===== config.mk =====
export PLATFORM = sky130hd
export DESIGN_NAME = mem_bus_arbiter
export DESIGN_NICKNAME = d
export VERILOG_FILES = /design/src/rtl/mem_bus_arbiter.sv
export SDC_FILE = /design/constraint.sdc
export NUM_CORES = 1
export LEC_CHECK = 0
export BUFFER_PORTS_ARGS = -buffer_cell sky130_fd_sc_hd__buf_2
export CAP_MARGIN = 20
export CORE_MARGIN = 2
export CORE_UTILIZATION = 48
export CTS_BUF_LIST = sky130_fd_sc_hd__clkbuf_8
export CTS_CLUSTER_DIAMETER = 30
export DETAILED_ROUTE_END_ITERATION = 8
export PLACE_DENSITY_LB_ADDON = 0.08
export SLEW_MARGIN = 20
export SYNTH_ARGS = -nofsm -noshare
export SYNTH_HDL_FRONTEND = slang
export SYNTH_SLANG_ARGS = --single-unit

===== constraint.sdc =====
create_clock -name clk -period 2 [get_ports clk]
set_input_delay 0.4 -clock clk [delete_from_list [all_inputs] [get_ports clk]]
set_output_delay 0.4 -clock clk [all_outputs]
set_load 0.02 [all_outputs]

===== src/rtl/mem_bus_arbiter.sv =====
// mem_bus_arbiter: round-robin arbiter that puts one requester at a time
// onto a simple read/write memory bus, with a bus-wait timeout.
//
// Ports:
//   clk, rst           clock, async active-low reset
//   req_valid/we       per-channel request strobe and write flag
//   req_addr/wdata     packed per-channel address and write data
//   req_ready          one-hot grant pulse
//   resp_valid         one-hot completion pulse
//   resp_data/err      last read data, timeout flag (with resp_valid)
//   address_out        bus address (0 when not on the bus)
//   data_out_BUS       bus write data (0 when not on the bus)
//   bus_re/bus_we      bus read/write strobes
//   bus_full           bus completion
//   data_in_BUS        bus read data
module mem_bus_arbiter #(
    parameter int DATA_W  = 32,
    parameter int ADDR_W  = 32,
    parameter int NCH     = 2,
    parameter int TIMEOUT = 15
) (
    input  logic                  clk,
    input  logic                  rst,
    input  logic [NCH-1:0]        req_valid,
    input  logic [NCH-1:0]        req_we,
    input  logic [NCH*ADDR_W-1:0] req_addr,
    input  logic [NCH*DATA_W-1:0] req_wdata,
    output logic [NCH-1:0]        req_ready,
    output logic [NCH-1:0]        resp_valid,
    output logic [DATA_W-1:0]     resp_data,
    output logic                  resp_err,
    output logic [ADDR_W-1:0]     address_out,
    output logic [DATA_W-1:0]     data_out_BUS,
    output logic                  bus_re,
    output logic                  bus_we,
    input  logic                  bus_full,
    input  logic [DATA_W-1:0]     data_in_BUS
);

    localparam int PTR_W = (NCH > 1) ? $clog2(NCH) : 1;
    localparam int CNT_R = $clog2(TIMEOUT + 1);
    localparam int CNT_W = (CNT_R > 0) ? CNT_R : 1;
    localparam logic [CNT_W-1:0] CNT_MAX = CNT_W'(TIMEOUT);

    typedef enum logic [1:0] {
        S_IDLE,
        S_BUS,
        S_DONE
    } state_e;

    state_e state_q, state_d;

    logic [PTR_W-1:0]  rr_ptr_q;
    logic [PTR_W-1:0]  g_q;
    logic [ADDR_W-1:0] addr_q;
    logic [DATA_W-1:0] wdata_q;
    logic              we_q;
    logic [CNT_W-1:0]  cnt_q;
    logic [DATA_W-1:0] resp_data_q;
    logic              err_q;

    logic              gnt_found;
    logic [PTR_W-1:0]  gnt_idx;
    int                cand;

    // Search starts one past the last winner so every channel gets a turn.
    always_comb begin
        gnt_found = 1'b0;
        gnt_idx   = '0;
        cand      = 0;
        for (int i = 0; i < NCH; i++) begin
            cand = int'(rr_ptr_q) + 1 + i;
            if (cand >= NCH) begin
                cand = cand - NCH;
            end
            if (!gnt_found && req_valid[cand[PTR_W-1:0]]) begin
                gnt_found = 1'b1;
                gnt_idx   = cand[PTR_W-1:0];
            end
        end
    end

    always_ff @(posedge clk or negedge rst) begin
        if (!rst) begin
            state_q <= S_IDLE;
        end else begin
            state_q <= state_d;
        end
    end

    always_comb begin
        state_d = state_q;
        unique case (state_q)
            S_IDLE: begin
                if (gnt_found) begin
                    state_d = S_BUS;
                end
            end
            S_BUS: begin
                if (bus_full || cnt_q == CNT_MAX) begin
                    state_d = S_DONE;
                end
            end
            S_DONE:  state_d = S_IDLE;
            default: state_d = S_IDLE;
        endcase
    end

    // Request fields are latched at grant so later req_* changes are
    // invisible to the transaction on the bus.
    always_ff @(posedge clk or negedge rst) begin
        if (!rst) begin
            rr_ptr_q    <= PTR_W'(NCH - 1);
            g_q         <= '0;
            addr_q      <= '0;
            wdata_q     <= '0;
            we_q        <= 1'b0;
            cnt_q       <= '0;
            resp_data_q <= '0;
            err_q       <= 1'b0;
        end else begin
            unique case (state_q)
                S_IDLE: begin
                    if (gnt_found) begin
                        g_q      <= gnt_idx;
                        rr_ptr_q <= gnt_idx;
                        addr_q   <= req_addr[int'(gnt_idx)*ADDR_W +: ADDR_W];
                        wdata_q  <= req_wdata[int'(gnt_idx)*DATA_W +: DATA_W];
                        we_q     <= req_we[gnt_idx];
                        cnt_q    <= '0;
                    end
                end
                S_BUS: begin
                    // Completion beats a timeout landing in the same cycle.
                    if (bus_full) begin
                        if (!we_q) begin
                            resp_data_q <= data_in_BUS;
                        end
                        err_q <= 1'b0;
                    end else if (cnt_q == CNT_MAX) begin
                        err_q <= 1'b1;
                    end else begin
                        cnt_q <= cnt_q + 1'b1;
                    end
                end
                default: ;
            endcase
        end
    end

    always_comb begin
        req_ready    = '0;
        resp_valid   = '0;
        resp_err     = 1'b0;
        address_out  = '0;
        data_out_BUS = '0;
        bus_re       = 1'b0;
        bus_we       = 1'b0;
        unique case (state_q)
            S_IDLE: begin
                // Gate with reset so no grant escapes while held in reset.
                if (gnt_found && rst) begin
                    req_ready[gnt_idx] = 1'b1;
                end
            end
            S_BUS: begin
                address_out  = addr_q;
                data_out_BUS = wdata_q;
                bus_re       = !we_q;
                bus_we       = we_q;
            end
            S_DONE: begin
                resp_valid[g_q] = 1'b1;
                resp_err        = err_q;
            end
            default: ;
        endcase
    end

    assign resp_data = resp_data_q;

endmodule


==> summary.md <==
| Metric | Value |
|---|---|
| Status | `complete, but fails checks` |
| Failing checks | `setup timing` |
| Clk slew on worst S/H paths | `0.11 ns` |
| Largest area contributor in the netlist | `dfrtp_1` |
| Fmax achieved | `approximately 0.49 GHz` |
| Top cells by area, synth | `dfrtp_1 48%, mux2_2 22%, mux2_4 9.3%` |
| Iteration-0 DRC Markers | `roughly 130` |
| Fin Clk Skew | `0.0148 ns` |
| Synthesis-stage register bit count | `106` |
| R2R Setup Slk | `0.15 ns` |
| Hold Buf Count CTS | `0` |
| Port Buffers | `269` |
| Fillers | `790` |
| Crit-path most repeated cell | `buf_6` |
| Synthesized Nets | `567` |
| Cell breakdown of the critical path | `buf_6 -> and2b_4 -> buf_12 -> clkbuf_16 -> and2_4 -> buf_6` |
| Total GRT Usage | `21.9%` |
| Pwr dens | `about 1500 mW/mm²` |
| CP max FO | `7` |
| Die Wd | `111 µm` |
| Largest net degree at the start of global routing | `80` |
| Synth Instances | `399` |
| Crit. path cell count | `6` |
| First-pass DRT Iterations | `4` |
| Worst min-delay path class | `in -> async` |
| Seq. cell area | `~0.0027 mm²` |
| Worst hold margin | `0.0577 ns` |
| Worst VDD drop | `around 0.86 mV` |
| Final setup vio count | `34` |
| Vias in the first global route | `4434` |
| Compound-cell area share of the yosys netlist | `1.42%` |
| CTS tree | `done` |
| Reg2reg path depth | `6` |
| Max-cap violations | `0` |
| Fin cells | `827` |
| DRC viols | `0` |
| WL final | `13.7 mm` |
| FP Rows | `38` |
| Clock buffer depth | `2` |
| Multi-input gate area | `0.00269 mm²` |
| Final core area utilization | `between 70% and 80%` |
| Synth unique cells | `35` |
| Critical path endpoint category | `output port` |
| CP bufs+invs | `4` |
| Area growth, synth to finish | `41.1%` |
| CP Capture Point | `address_out[4]` |
| Slowest Stage Delay on Critical Path | `0.41 ns` |
| Worst r2r dst | `wdata_q[3]$_DFFE_PN0P_` |
| Synth Area in XOR/XNOR | `0%` |
| Starting Density | `49.8%` |
| Inst Count DP | `797` |
| Grt total ovfl | `0` |
| Core area | `0.0110 mm²` |
| Final slew viol count | `0` |
| Final net count | `approximately 850` |
| Clock Tree Root | `clkbuf_8` |
| H-tree levels | `3` |
| Ys async rst share | `100%` |
| First-pass GRT wire length | `21.8 mm` |
| Post-synthesis simple-gate area fraction | `between 10% and 20%` |
| Post-synth EDFFs | `0` |
| LEAKAGE | `3.82 nW` |
| Clock sink count | `106` |
| DIE HEIGHT | `about 110 µm` |
| Signal arrival time at the worst endpoint | `1.65 ns` |
| Via count | `between 4000 and 5000` |
| Synth Area in Adders | `0.229%` |
| Most used DFF post-synth | `dfrtp_1` |
| WP data required | `roughly 1.6 ns` |
| Initial antenna violation count | `2` |
| Delay-heaviest family, CP | `buffers and inverters` |
| Worst Setup SP | `state_q[0]$_DFFE_PN0P_` |
| Ports | `270` |
| Slowest stage cell, crit path | `dfrtp_1` |
| Type of element launching the critical path | `register` |
| Post-route ant nets | `0` |
| Post-DP HPWL | `9.59 mm` |
| Vias per inst | `5.00` |
| CP Class | `reg -> out` |
| Cts bufs inserted | `9` |
| Tmin final | `2.05 ns` |
| Final Hold Viols | `0` |
| Worst slew pin tran | `0.361 ns` |
| Setup ws final | `-0.0506 ns` |
| Reg2reg start | `state_q[1]$_DFFE_PN0P_` |
| Multiplexer share of the synthesized area | `36.1%` |
| Share of layout cells above drive strength 1 | `69.5%` |
| Slew headroom | `75.9%` |
| Post-synthesis sequential area ratio | `48.6%` |
| List of most frequent post-synthesis cells | `105 x dfrtp_1, 105 x mux2_2, 65 x and2_1` |
| Die area | `0.0123 mm²` |
| Fin crit share | `103%` |
| Synth top area share | `48.1%` |
| Largest family of logic cells by synthesized area | `multiplexers` |
| Post-Syn Area | `0.00547 mm²` |
| Wire per inst | `about 17 µm` |
| Clk Latency, worst-skew pair | `0.36 ns` |
| Routability Congestion | `0.823` |
| RSZ-0062 raised after global routing | `yes` |
| Syn. warnings | `0` |
| Mean Syn Cell Area | `approximately 14 µm²` |
==> worst min-delay path by stage <==
stage                               to  cells past startpoint  slack (ns)
6_report         addr_q[2]$_DFFE_PN0P_                      2        0.06
5_1_grt          addr_q[2]$_DFFE_PN0P_                      2        0.05
4_1_cts        wdata_q[23]$_DFFE_PN0P_                      2        0.08
3_5_place_dp   wdata_q[27]$_DFFE_PN0P_                      1        0.47
3_3_place_gp     addr_q[0]$_DFFE_PN0P_                      1        0.46
2_1_floorplan    addr_q[0]$_DFFE_PN0P_                      0        0.10
==> state kept, by name, indices dropped and copies added, names as in the netlist <==
name	cells
we_q	1
err_q	1
g_q	1
rr_ptr_q	1
resp_data	32
cnt_q	4
wdata_q	32
addr_q	32
state_q	2
==> layout by cell type (no fill, tap or decap), drive strengths merged, types with 2 or more instances in the layout <==
cell | Yosys | final
buf | 17 | 293
mux2 | 162 | 162
dfrtp | 105 | 105
and2 | 65 | 65
clkbuf | 7 | 10
nor2 | 8 | 8
inv | 2 | 5
and3b | 3 | 3
a21oi | 3 | 3
nand2 | 3 | 3
o21ai | 3 | 3
clkinv | 0 | 3
diode | 0 | 2
and3 | 2 | 2
o22ai | 2 | 2
o221ai | 2 | 2
mux2i | 2 | 2
nor3b | 2 | 2
or2 | 2 | 2
==> area by class of cell <==
cell class,count,area share [%]
repair buffers,294,25.7
diodes,2,0.0649
multi-input cells,267,34.9
inverters,2,0.0973
well taps,140,2.27
flip-flops and latches,106,34.4
clock inverters,7,0.973
clock buffers,9,1.61
==> power by group <==
part / total [mW] / internal [mW] / switching, mW
clock: 1.34 / 0.592 / 0.748
combinational: 6.84 / 3.62 / 3.22
sequential: 3.76 / 3.22 / 0.542
==> cell families (layout without fill, tap and decap cells) <==
kind of cell,after synthesis,count (layout)
compound gates,12,12
fa+ha+maj,1,1
simple gates,90,90
mux,164,164
flops,106,106
other cells,0,2
buf+inv,26,312
==> per-stage QoR <==
| step | total power, mW | instance area, µm² | setup TNS [ns] | setup WS, ns |
|---|---|---|---|---|
| global placement | 9.34 | 6970 | 0 | 0.177 |
| floorplan | 7.71 | 5470 | 0 | 0.200 |
| global route | 12.7 | 7710 | -5.93 | -0.117 |
| detailed placement | 9.49 | 6970 | 0 | 0.158 |
| CTS | 11.5 | 7460 | -2.36 | -0.0894 |
| finish | 11.9 | 7710 | -0.644 | -0.0506 |
==> layer usage <==
layer  vias up  wire (µm)  share of wire, %  track usage (%)
met2       164       7270                53             38.9
li1       1948          -                 -                -
met5         -          0                 0                0
met4         0        469               3.4             9.17
met3        31        763               5.6             4.81
met1      1996       5180                38             25.5
==> repair_timing <==
item,CTS,global route
pin swaps,3,8
resized for setup,75,54
cloned,2,1
endpoints found under the setup margin,67,67
setup buffers,2,7
(Power assumes the default switching activity.)
